<file path="config.mk">
export PLATFORM = sky130hd
export DESIGN_NAME = cmd_arbiter
export DESIGN_NICKNAME = d
export VERILOG_FILES = /design/src/rtl/sddt_cmd_pkg.sv /design/src/rtl/axis_skid_buf.sv /design/src/rtl/cmd_arbiter.sv
export SDC_FILE = /design/constraint.sdc
export NUM_CORES = 1
export LEC_CHECK = 0
export CAP_MARGIN = 10
export CELL_PAD_IN_SITES_DETAIL_PLACEMENT = 0
export CELL_PAD_IN_SITES_GLOBAL_PLACEMENT = 1
export CORE_ASPECT_RATIO = 0.7
export CORE_MARGIN = 8
export CORE_UTILIZATION = 37
export CTS_CLUSTER_SIZE = 16
export DETAILED_ROUTE_END_ITERATION = 7
export GPL_TIMING_DRIVEN = 0
export MAX_ROUTING_LAYER = met4
export PLACE_DENSITY_LB_ADDON = 0.1
export SLEW_MARGIN = 20
export SYNTH_ARGS = -nofsm -noshare
export SYNTH_HDL_FRONTEND = slang
export SYNTH_HIERARCHICAL = 1
export SYNTH_SLANG_ARGS = --single-unit
</file>
<file path="constraint.sdc">
create_clock -name axi_aclk -period 2.35 [get_ports axi_aclk]
set_input_delay 0.3525 -clock axi_aclk [delete_from_list [all_inputs] [get_ports axi_aclk]]
set_output_delay 0.3525 -clock axi_aclk [all_outputs]
set_load 0.01 [all_outputs]
</file>
<file path="src/rtl/sddt_cmd_pkg.sv">
// Shared DDR command definitions: word width, opcode field, refresh command, arbiter state encoding.
package sddt_cmd_pkg;

    localparam int CMD_W   = 128;
    localparam int OPC_MSB = 127;
    localparam int OPC_LSB = 120;
    localparam int OPC_W   = OPC_MSB - OPC_LSB + 1;

    localparam logic [OPC_W-1:0] OPC_REF = 8'h0A;

    // All-bank refresh: opcode in the top byte, every other field zero.
    localparam logic [CMD_W-1:0] REF_CMD = CMD_W'(OPC_REF) << OPC_LSB;

    typedef enum logic [1:0] {
        ST_IDLE = 2'd0,
        ST_HOST = 2'd1,
        ST_REF  = 2'd2
    } arb_state_t;

endpackage

</file>
<file path="src/rtl/axis_skid_buf.sv">
// Two-entry AXI-stream register slice: registered output, registered ready, full throughput.
module axis_skid_buf #(
    parameter int W = 128
) (
    input  logic         clk,
    input  logic         rst_n,
    input  logic [W-1:0] in_data,
    input  logic         in_valid,
    output logic         in_ready,
    output logic [W-1:0] out_data,
    output logic         out_valid,
    input  logic         out_ready
);

    logic [W-1:0] skid_data;
    logic         skid_valid;
    logic         live;
    logic         in_fire;

    // live keeps ready low through reset and the first cycle after release.
    assign in_ready = live & ~skid_valid;
    assign in_fire  = in_valid & in_ready;

    always_ff @(posedge clk or negedge rst_n) begin
        if (!rst_n) begin
            live       <= 1'b0;
            out_data   <= '0;
            out_valid  <= 1'b0;
            skid_data  <= '0;
            skid_valid <= 1'b0;
        end else begin
            live <= 1'b1;
            if (out_ready || !out_valid) begin
                if (skid_valid) begin
                    out_data   <= skid_data;
                    out_valid  <= 1'b1;
                    skid_valid <= 1'b0;
                end else begin
                    out_valid <= in_fire;
                    if (in_fire) out_data <= in_data;
                end
            end else if (in_fire) begin
                skid_data  <= in_data;
                skid_valid <= 1'b1;
            end
        end
    end

endmodule

</file>
<file path="src/rtl/cmd_arbiter.sv">
// Merges host command groups with periodic refresh commands into one stream toward the DDR core.
// Optional statistics counters are built only when CMD_ARB_STATS_EN is defined.
module cmd_arbiter
    import sddt_cmd_pkg::*;
#(
    parameter int TREFI_CYCLES    = 5200,
    parameter int REF_MAX_PENDING = 8,
    parameter int REF_URGENT      = 4
) (
    input  logic             axi_aclk,
    input  logic             axi_aresetn,
    input  logic             ref_en,
    input  logic [CMD_W-1:0] S_AXIS_CMD_tdata,
    input  logic             S_AXIS_CMD_tvalid,
    input  logic             S_AXIS_CMD_tlast,
    output logic             S_AXIS_CMD_tready,
    output logic [CMD_W-1:0] M_AXIS_CMD_tdata,
    output logic             M_AXIS_CMD_tvalid,
    input  logic             M_AXIS_CMD_tready,
    output logic [3:0]       ref_pending,
    output logic             ref_overflow,
    output logic [31:0]      stat_host_beats,
    output logic [31:0]      stat_ref_issued
);

    localparam int TW = (TREFI_CYCLES > 1) ? $clog2(TREFI_CYCLES) : 1;

    arb_state_t       state, state_nxt;
    logic [TW-1:0]    timer;
    logic [3:0]       pending;
    logic             due;
    logic             ref_go;
    logic             host_sel, ref_sel;
    logic             ref_fire;
    logic             buf_ready;
    logic             buf_valid;
    logic [CMD_W-1:0] buf_data;

    assign due = ref_en && (timer == TW'(TREFI_CYCLES - 1));

    always_ff @(posedge axi_aclk or negedge axi_aresetn) begin
        if (!axi_aresetn)  timer <= '0;
        else if (!ref_en)  timer <= '0;
        else if (due)      timer <= '0;
        else               timer <= timer + TW'(1);
    end

    // Refresh goes first when urgent, or opportunistically when the host is quiet.
    assign ref_go = ref_en && ((pending >= 4'(REF_URGENT)) ||
                               (pending != 4'd0 && !S_AXIS_CMD_tvalid));

    always_comb begin
        state_nxt = state;
        host_sel  = 1'b0;
        ref_sel   = 1'b0;
        case (state)
            ST_IDLE: begin
                if (ref_go) begin
                    state_nxt = ST_REF;
                end else if (S_AXIS_CMD_tvalid) begin
                    host_sel = 1'b1;
                    // A single-beat group taken here never leaves IDLE.
                    if (!(buf_ready && S_AXIS_CMD_tlast)) state_nxt = ST_HOST;
                end
            end
            ST_HOST: begin
                host_sel = 1'b1;
                if (S_AXIS_CMD_tvalid && buf_ready && S_AXIS_CMD_tlast) state_nxt = ST_IDLE;
            end
            ST_REF: begin
                ref_sel = 1'b1;
                if (buf_ready) state_nxt = ST_IDLE;
            end
            default: state_nxt = ST_IDLE;
        endcase
    end

    always_ff @(posedge axi_aclk or negedge axi_aresetn) begin
        if (!axi_aresetn) state <= ST_IDLE;
        else              state <= state_nxt;
    end

    assign S_AXIS_CMD_tready = host_sel & buf_ready;
    assign ref_fire          = ref_sel & buf_ready;
    assign buf_valid         = ref_sel ? 1'b1 : (host_sel & S_AXIS_CMD_tvalid);
    assign buf_data          = ref_sel ? REF_CMD : S_AXIS_CMD_tdata;

    always_ff @(posedge axi_aclk or negedge axi_aresetn) begin
        if (!axi_aresetn) begin
            pending      <= '0;
            ref_overflow <= 1'b0;
        end else begin
            if (due && pending == 4'(REF_MAX_PENDING)) ref_overflow <= 1'b1;
            case ({due, ref_fire})
                2'b10:   if (pending != 4'(REF_MAX_PENDING)) pending <= pending + 4'd1;
                2'b01:   if (pending != 4'd0) pending <= pending - 4'd1;
                default: pending <= pending;
            endcase
        end
    end

    assign ref_pending = pending;

    axis_skid_buf #(.W(CMD_W)) u_skid (
        .clk       (axi_aclk),
        .rst_n     (axi_aresetn),
        .in_data   (buf_data),
        .in_valid  (buf_valid),
        .in_ready  (buf_ready),
        .out_data  (M_AXIS_CMD_tdata),
        .out_valid (M_AXIS_CMD_tvalid),
        .out_ready (M_AXIS_CMD_tready)
    );

`ifdef CMD_ARB_STATS_EN
    logic        host_fire;
    logic [31:0] host_cnt, ref_cnt;

    assign host_fire = S_AXIS_CMD_tvalid & S_AXIS_CMD_tready;

    always_ff @(posedge axi_aclk or negedge axi_aresetn) begin
        if (!axi_aresetn) begin
            host_cnt <= '0;
            ref_cnt  <= '0;
        end else begin
            if (host_fire) host_cnt <= host_cnt + 32'd1;
            if (ref_fire)  ref_cnt  <= ref_cnt + 32'd1;
        end
    end

    assign stat_host_beats = host_cnt;
    assign stat_ref_issued = ref_cnt;
`else
    assign stat_host_beats = '0;
    assign stat_ref_issued = '0;
`endif

endmodule

</file>
After elaboration in Yosys (flattened, before gate mapping)
Cells that the tools add are included.
- output and inout bits: 199
- word-level logic and storage cells: 75
- bits in registers: 279
- input bits: 134
- muxes and demuxes: 22
- equality and inequality tests: 13
- order comparisons: 1
- add/sub/neg operators: 3
- reduce and logical (&&, ||, !) cells: 20
- bitwise logic cells: 7
- operators by type and width (cell ; count):
    2-to-1 mux 128 bit ; 3
    2-to-1 mux 13 bit ; 2
    adder 13 x 1 -> 13 bit (second input constant) ; 1
    == test 13 bit (second input constant) ; 1
    2-to-1 mux 2 bit ; 5
    2-to-1 mux 4 bit ; 2
    != test 2 bit (second input constant) ; 4
    one-hot mux 4 bit (2 select lines) ; 1
    logical AND 1 bit ; 7
    2-to-1 mux 1 bit ; 7
    != test 3 bit (second input constant) ; 2
    one-hot mux 2 bit (3 select lines) ; 1
    nonzero test 2 bit ; 3
    AND 1 bit ; 5
    adder 4 x 1 -> 4 bit (second input constant) ; 1
    == test 2 x 1 -> 1 bit (second input constant) ; 2
    == test 2 bit (second input constant) ; 2
    == test 4 bit (second input constant) ; 1
    >= comparator 4 x 3 -> 1 bit (second input constant) ; 1
    != test 4 bit (second input constant) ; 1
    AND reduction 2 bit ; 2
    AND reduction 4 bit ; 1
    nonzero test 4 bit ; 1
    subtractor 4 x 1 -> 4 bit (second input constant) ; 1
    other kinds (6) ; 9

Longest topological paths before layout
Gate-level depths: netlist (run 1).
- word-level depth: 11
- mapped depth: 9
- gate-level depth less buffers: 9

Modules after synthesis
The synthesis (run 1) kept the hierarchy.
- by module, submodules not included (module ; times used ; seq. area each (µm²) ; cells each ; area an instance (µm²)):
    axis_skid_buf ; 1 ; 6481.2 ; 694 ; 12238.0
    cmd_arbiter ; 1 ; 500.5 ; 315 ; 2416.1

Least setup slack after synthesis (run 1)
OpenSTA, ideal clock, no wires.
- kind: register to register
- start: register timer[9]
- end: register pending[2] (netlist: ref_pending[2])
- path slack: -0.120 ns
- period minus slack after synthesis: 2.470 ns
- setup time: 0.130 ns
- data arrival time: 2.341 ns
- buffers on the path: 0
- data required time: 2.220 ns
- stages on the path, launching flop included: 9
- path through: dfrtp_1 > or4b_4 > nor4_4 > nor2_1 > xor2_1 > ha_1 > a2111oi_0 > mux2i_1 > xnor2_1
- cells in the longest elaborated chain, start to end: 5
- elaborated cells between the ends (all ways): 9
- those cells by class: 5 x eq/ne; 1 x mux; 3 x reduce/logical
- ends and longest elaborated chain (item ; line ; text):
    from (decl) ; cmd_arbiter.sv:29 ; logic [TW-1:0] timer;
    from (signal assigned) ; cmd_arbiter.sv:45 ; else timer <= timer + TW'(1);
    == test 13 bit * ; cmd_arbiter.sv:39 ; assign due = ref_en && (timer == TW'(TREFI_CYCLES - 1));
    logical AND 1 bit * ; cmd_arbiter.sv:39 ;
    == test 2 bit or == test 2 x 1 -> 1 bit (tied branches) ; cmd_arbiter.sv:94 ; case ({due, ref_fire})
    != test 2 bit (no source line) or nonzero test 2 bit (tied branches) ; n/a ;
    AND reduction 3 bit (no source line) ; n/a ;
    to (signal assigned) ; cmd_arbiter.sv:95 ; 2'b10: if (pending != 4'(REF_MAX_PENDING)) pending <= pending + 4'd1;
    to (signal assigned) ; cmd_arbiter.sv:96 ; 2'b01: if (pending != 4'd0) pending <= pending - 4'd1;
    to (signal assigned) ; cmd_arbiter.sv:97 ; default: pending <= pending;
    to (decl) ; cmd_arbiter.sv:30 ; logic [3:0] pending;
Mark *: on every way between the ends. The rest lies on a longest branch, timed or not.
A chain may end at the register's enable or synchronous reset.

Worst setup path in the final report (run 1)
- start: register timer[4]
- end: register pending[2] (netlist: ref_pending[2])
The elaborated chain is that of the path after synthesis.

==> results of run 1 <==
power groups by stage:
stage | Sequential [mW] | Clock, mW | Combinational, mW
global placement | 8.38 | 0 | 10.8
finish | 8.36 | 4.80 | 10.8
floorplan | 8.62 | 0 | 6.41
detailed placement | 8.36 | 0 | 10.9
CTS | 8.36 | 4.99 | 11.0
global route | 8.66 | 5.18 | 11.5
logic make-up (layout without fill, tap and decap cells):
| group | Yosys count | in the layout | share of synthesized area (%) |
|---|---|---|---|
| adders and majority gates | 2 | 2 | 0.171 |
| muxes | 387 | 387 | 35.9 |
| xor gates and xnor gates | 12 | 12 | 0.717 |
| AOI/OAI and AO/OA | 18 | 18 | 0.820 |
| buffers and inverters | 125 | 457 | 7.00 |
| other | 2 | 67 | 0.0512 |
| and+or+nand+nor | 184 | 184 | 7.73 |
| DFF | 279 | 279 | 47.6 |
through the flow:
step | worst slack, ps | setup TNS, ps | hold WS, ps
after global routing | -103 | -7300 | 358
after CTS | -37.6 | -37.6 | 343
after floorplan | -2.05 | -2.05 | 56.9
final | 5.79 | 0 | 351
after global placement | -12310 | -3483640 | 459
after detailed placement | -380 | -67100 | 353
area by class of cell:
class | instances | area (um2) | area share [%]
well taps | 535 | 669 | 3.45
repair buffers | 276 | 2810 | 14.5
inverters | 3 | 11.3 | 0.0580
plain buffers | 122 | 1020 | 5.24
clock inverters | 14 | 134 | 0.690
clock buffers | 42 | 857 | 4.41
flip-flops and latches | 279 | 6980 | 36.0
diodes | 2 | 5.00 | 0.0258
multi-input cells | 668 | 6930 | 35.7
worst max path at each step:
stage	slack, ps	start	depth (start not counted)	endpoint
floorplan	-2	timer[7]	8	ref_pending[2]
global placement	-12310	axi_aresetn	1	u_skid/out_data[94]
detailed placement	-380	ref_en	9	ref_pending[2]
CTS	-40	timer[9]	8	ref_pending[2]
finish	6	timer[4]	8	ref_pending[2]
global route	-100	timer[4]	8	ref_pending[2]
sequential cells by signal, indices dropped and copies added (netlist names):
name	flops
ref_overflow	1
ref_pending	4
state	2
timer	13
u_skid/live	1
u_skid/out_data	128
u_skid/out_valid	1
u_skid/skid_data	128
u_skid/skid_valid	1
synthesized netlist by cell type (all sizes together) (2+ instances only):
| master | instances |
|---|---|
| mux2 | 385 |
| dfrtp | 279 |
| and2 | 126 |
| buf | 107 |
| nor2 | 16 |
| clkbuf | 15 |
| nand2 | 8 |
| a21oi | 6 |
| nand3 | 6 |
| xnor2 | 6 |
| xor2 | 6 |
| nand2b | 4 |
| nor3 | 4 |
| o21ai | 4 |
| inv | 3 |
| nand4 | 3 |
| or4b | 3 |
| and3 | 2 |
| conb | 2 |
| ha | 2 |
| mux2i | 2 |
| nand3b | 2 |
| or3 | 2 |
timing repair:
action / in CTS / in global routing
pin swaps: 1 / 4
resized for setup: 5 / 7
gates cloned: 0 / 0
hold buffers: 1 / 0
buffers inserted: 1 / 3
hold endpoints to repair: 64 / 0
endpoints found under the setup margin: 134 / 202
per-layer routing:
layer / track usage [%] / vias up
met2: 25.1 / 153
li1: - / 4125
met5: - / -
met4: 2.40 / 0
met3: 3.23 / 36
met1: 22.5 / 4279
==> results.toml, run 1 <==
[floorplanning]
start_util_pct = 37.2
fp.dieH_um = 183
rows = 61
core_um2 = 39400
boundaryPins = 333
die_w_um = 254
die_area_um2 = 46300

[setup_path]
cp.arrival_ps = 2780
worst_setup_path_start_kind = "flop"
cpLargestDelayFamily = "simple AND/OR/NAND/NOR gates"
cpPeakStageDelay_ps = 540
path_cells = "or4b_4 -> nor4_4 -> nor2_1 -> xor2_1 -> ha_2 -> a2111oi_4 -> mux2i_1 -> xnor2_1"
r2r-start = "timer[4]"
slowest_stage = "or4b_4"
crit_type = "reg -> reg"
r2r-end = "ref_pending[2]"
crit_fanout = 6
crit_required_ps = 2780
reg2reg_slack_ps = 6
r2r.worst_path.cells = 8
worstSetupEndpointType = "flop"
critPathBufInv = 0

[outcome]
status = "complete, no violations"

[power]
ir_drop_mv = 0.581
switching_share_pct = 30.0
power_leakage_nw = 8.98
power.share.sequential_pct = 34.9
p_per_area_nw_per_um2 = 1230
power_switching_mw = 7.18
p_comb_share_pct = 45.0
total_power_mw = 23.9
clkPwrFrac_pct = 20.0
internal_power_mw = 16.8

[place]
place_hpwl_um = 26300
placed_area_um2 = 18300
place_congestion = 0.731
numPortBuffers = 268
dp_cells = 1878

[worst_hold_path]
hold_path_class = "in -> async"

[cts]
insertion_delay_ps = 560
cts-htree-levels = 1
cts_tree = "built"
cts_root_buf = "clkbuf_16"
clk_path_buf_depth = 3
clk_pin_slew_ps = 60
numCtsBuffers = 31
clock-sinks = 279

[finish]
final_common_cell = "dfrtp_1"
syn2layout_area_growth_pct = 32.5
mostFrequentLayoutCells = "dfrtp_1 (277), clkdlybuf4s50_1 (266), mux2_4 (240)"
finalCoreUtilization_pct = 49.3
fillCellCount = 3508
stdcell_count = 1941
drive_gt1_share_pct = 40.2
nets = 1517
final_area_um2 = 19400

[sta]
clock.fmax_mhz = 427
finalSetupViolations = 0
hold_violations = 0
fin_skew_ps = 13.5
finalCritPeriodShare_pct = 99.8
slew_viol_final = 0
period_needed_ps = 2340
rsz0062_at_grt = "yes"
relSlewSlack_pct = 59.4
worstMarginPinSlew_ps = 600

[route]
drtAntennaViolNets = 0
drcViolationCount = 0
route.met3.wl_um = 1750
drtIter0Drc = 327
drt-total-wl_um = 37500
drt-pass1-iter-count = 4
routedWlPerCell_um = 19.3
num_vias = 8593
met1_length_um = 17600
wl_met2_um = 17700
viasPerCell = 4.43
highest_layer = "met4"

[synth]
synth-seq-cells = 279
yosys_warnings = 6
synth_cells = 1009
yosys-top-cells-area = "dfrtp_1 (48%), mux2_4 (25%), mux2_2 (11%)"
yosysUniqueCellTypes = 48
synth_edf_count = 0
ys_async_sr_fraction_pct = 100
avgSynthCellArea_um2 = 14.5
yosysSeqAreaShare_pct = 47.6
synth_top_area_share_pct = 47.6
ys.flop_type = "dfrtp_1"
syn_area_um2 = 14700
yosysTopAreaCell = "dfrtp_1"

[global_routing]
grt_remaining_overflow = 0
grt_pass1_vias = 9259
grt_pass1_wl_um = 58100
antenna_found_initial = 2
grt_max_degree = 84
grt_usage_pct = 16.3

[run]
max-cap-violations = 0
Power figures use the tool's default switching activity.
==> run 2, diff against run 1 <==
--- a/config.mk
+++ b/config.mk
@@ -14,6 +14,7 @@
 export CTS_CLUSTER_SIZE = 16
 export DETAILED_ROUTE_END_ITERATION = 7
 export GPL_TIMING_DRIVEN = 0
+export HOLD_SLACK_MARGIN = 0.12
 export MAX_ROUTING_LAYER = met4
 export PLACE_DENSITY_LB_ADDON = 0.1
 export SLEW_MARGIN = 20
==> results of run 2 <==
The final DEF is identical to that of run 1; final timing and power are the same.
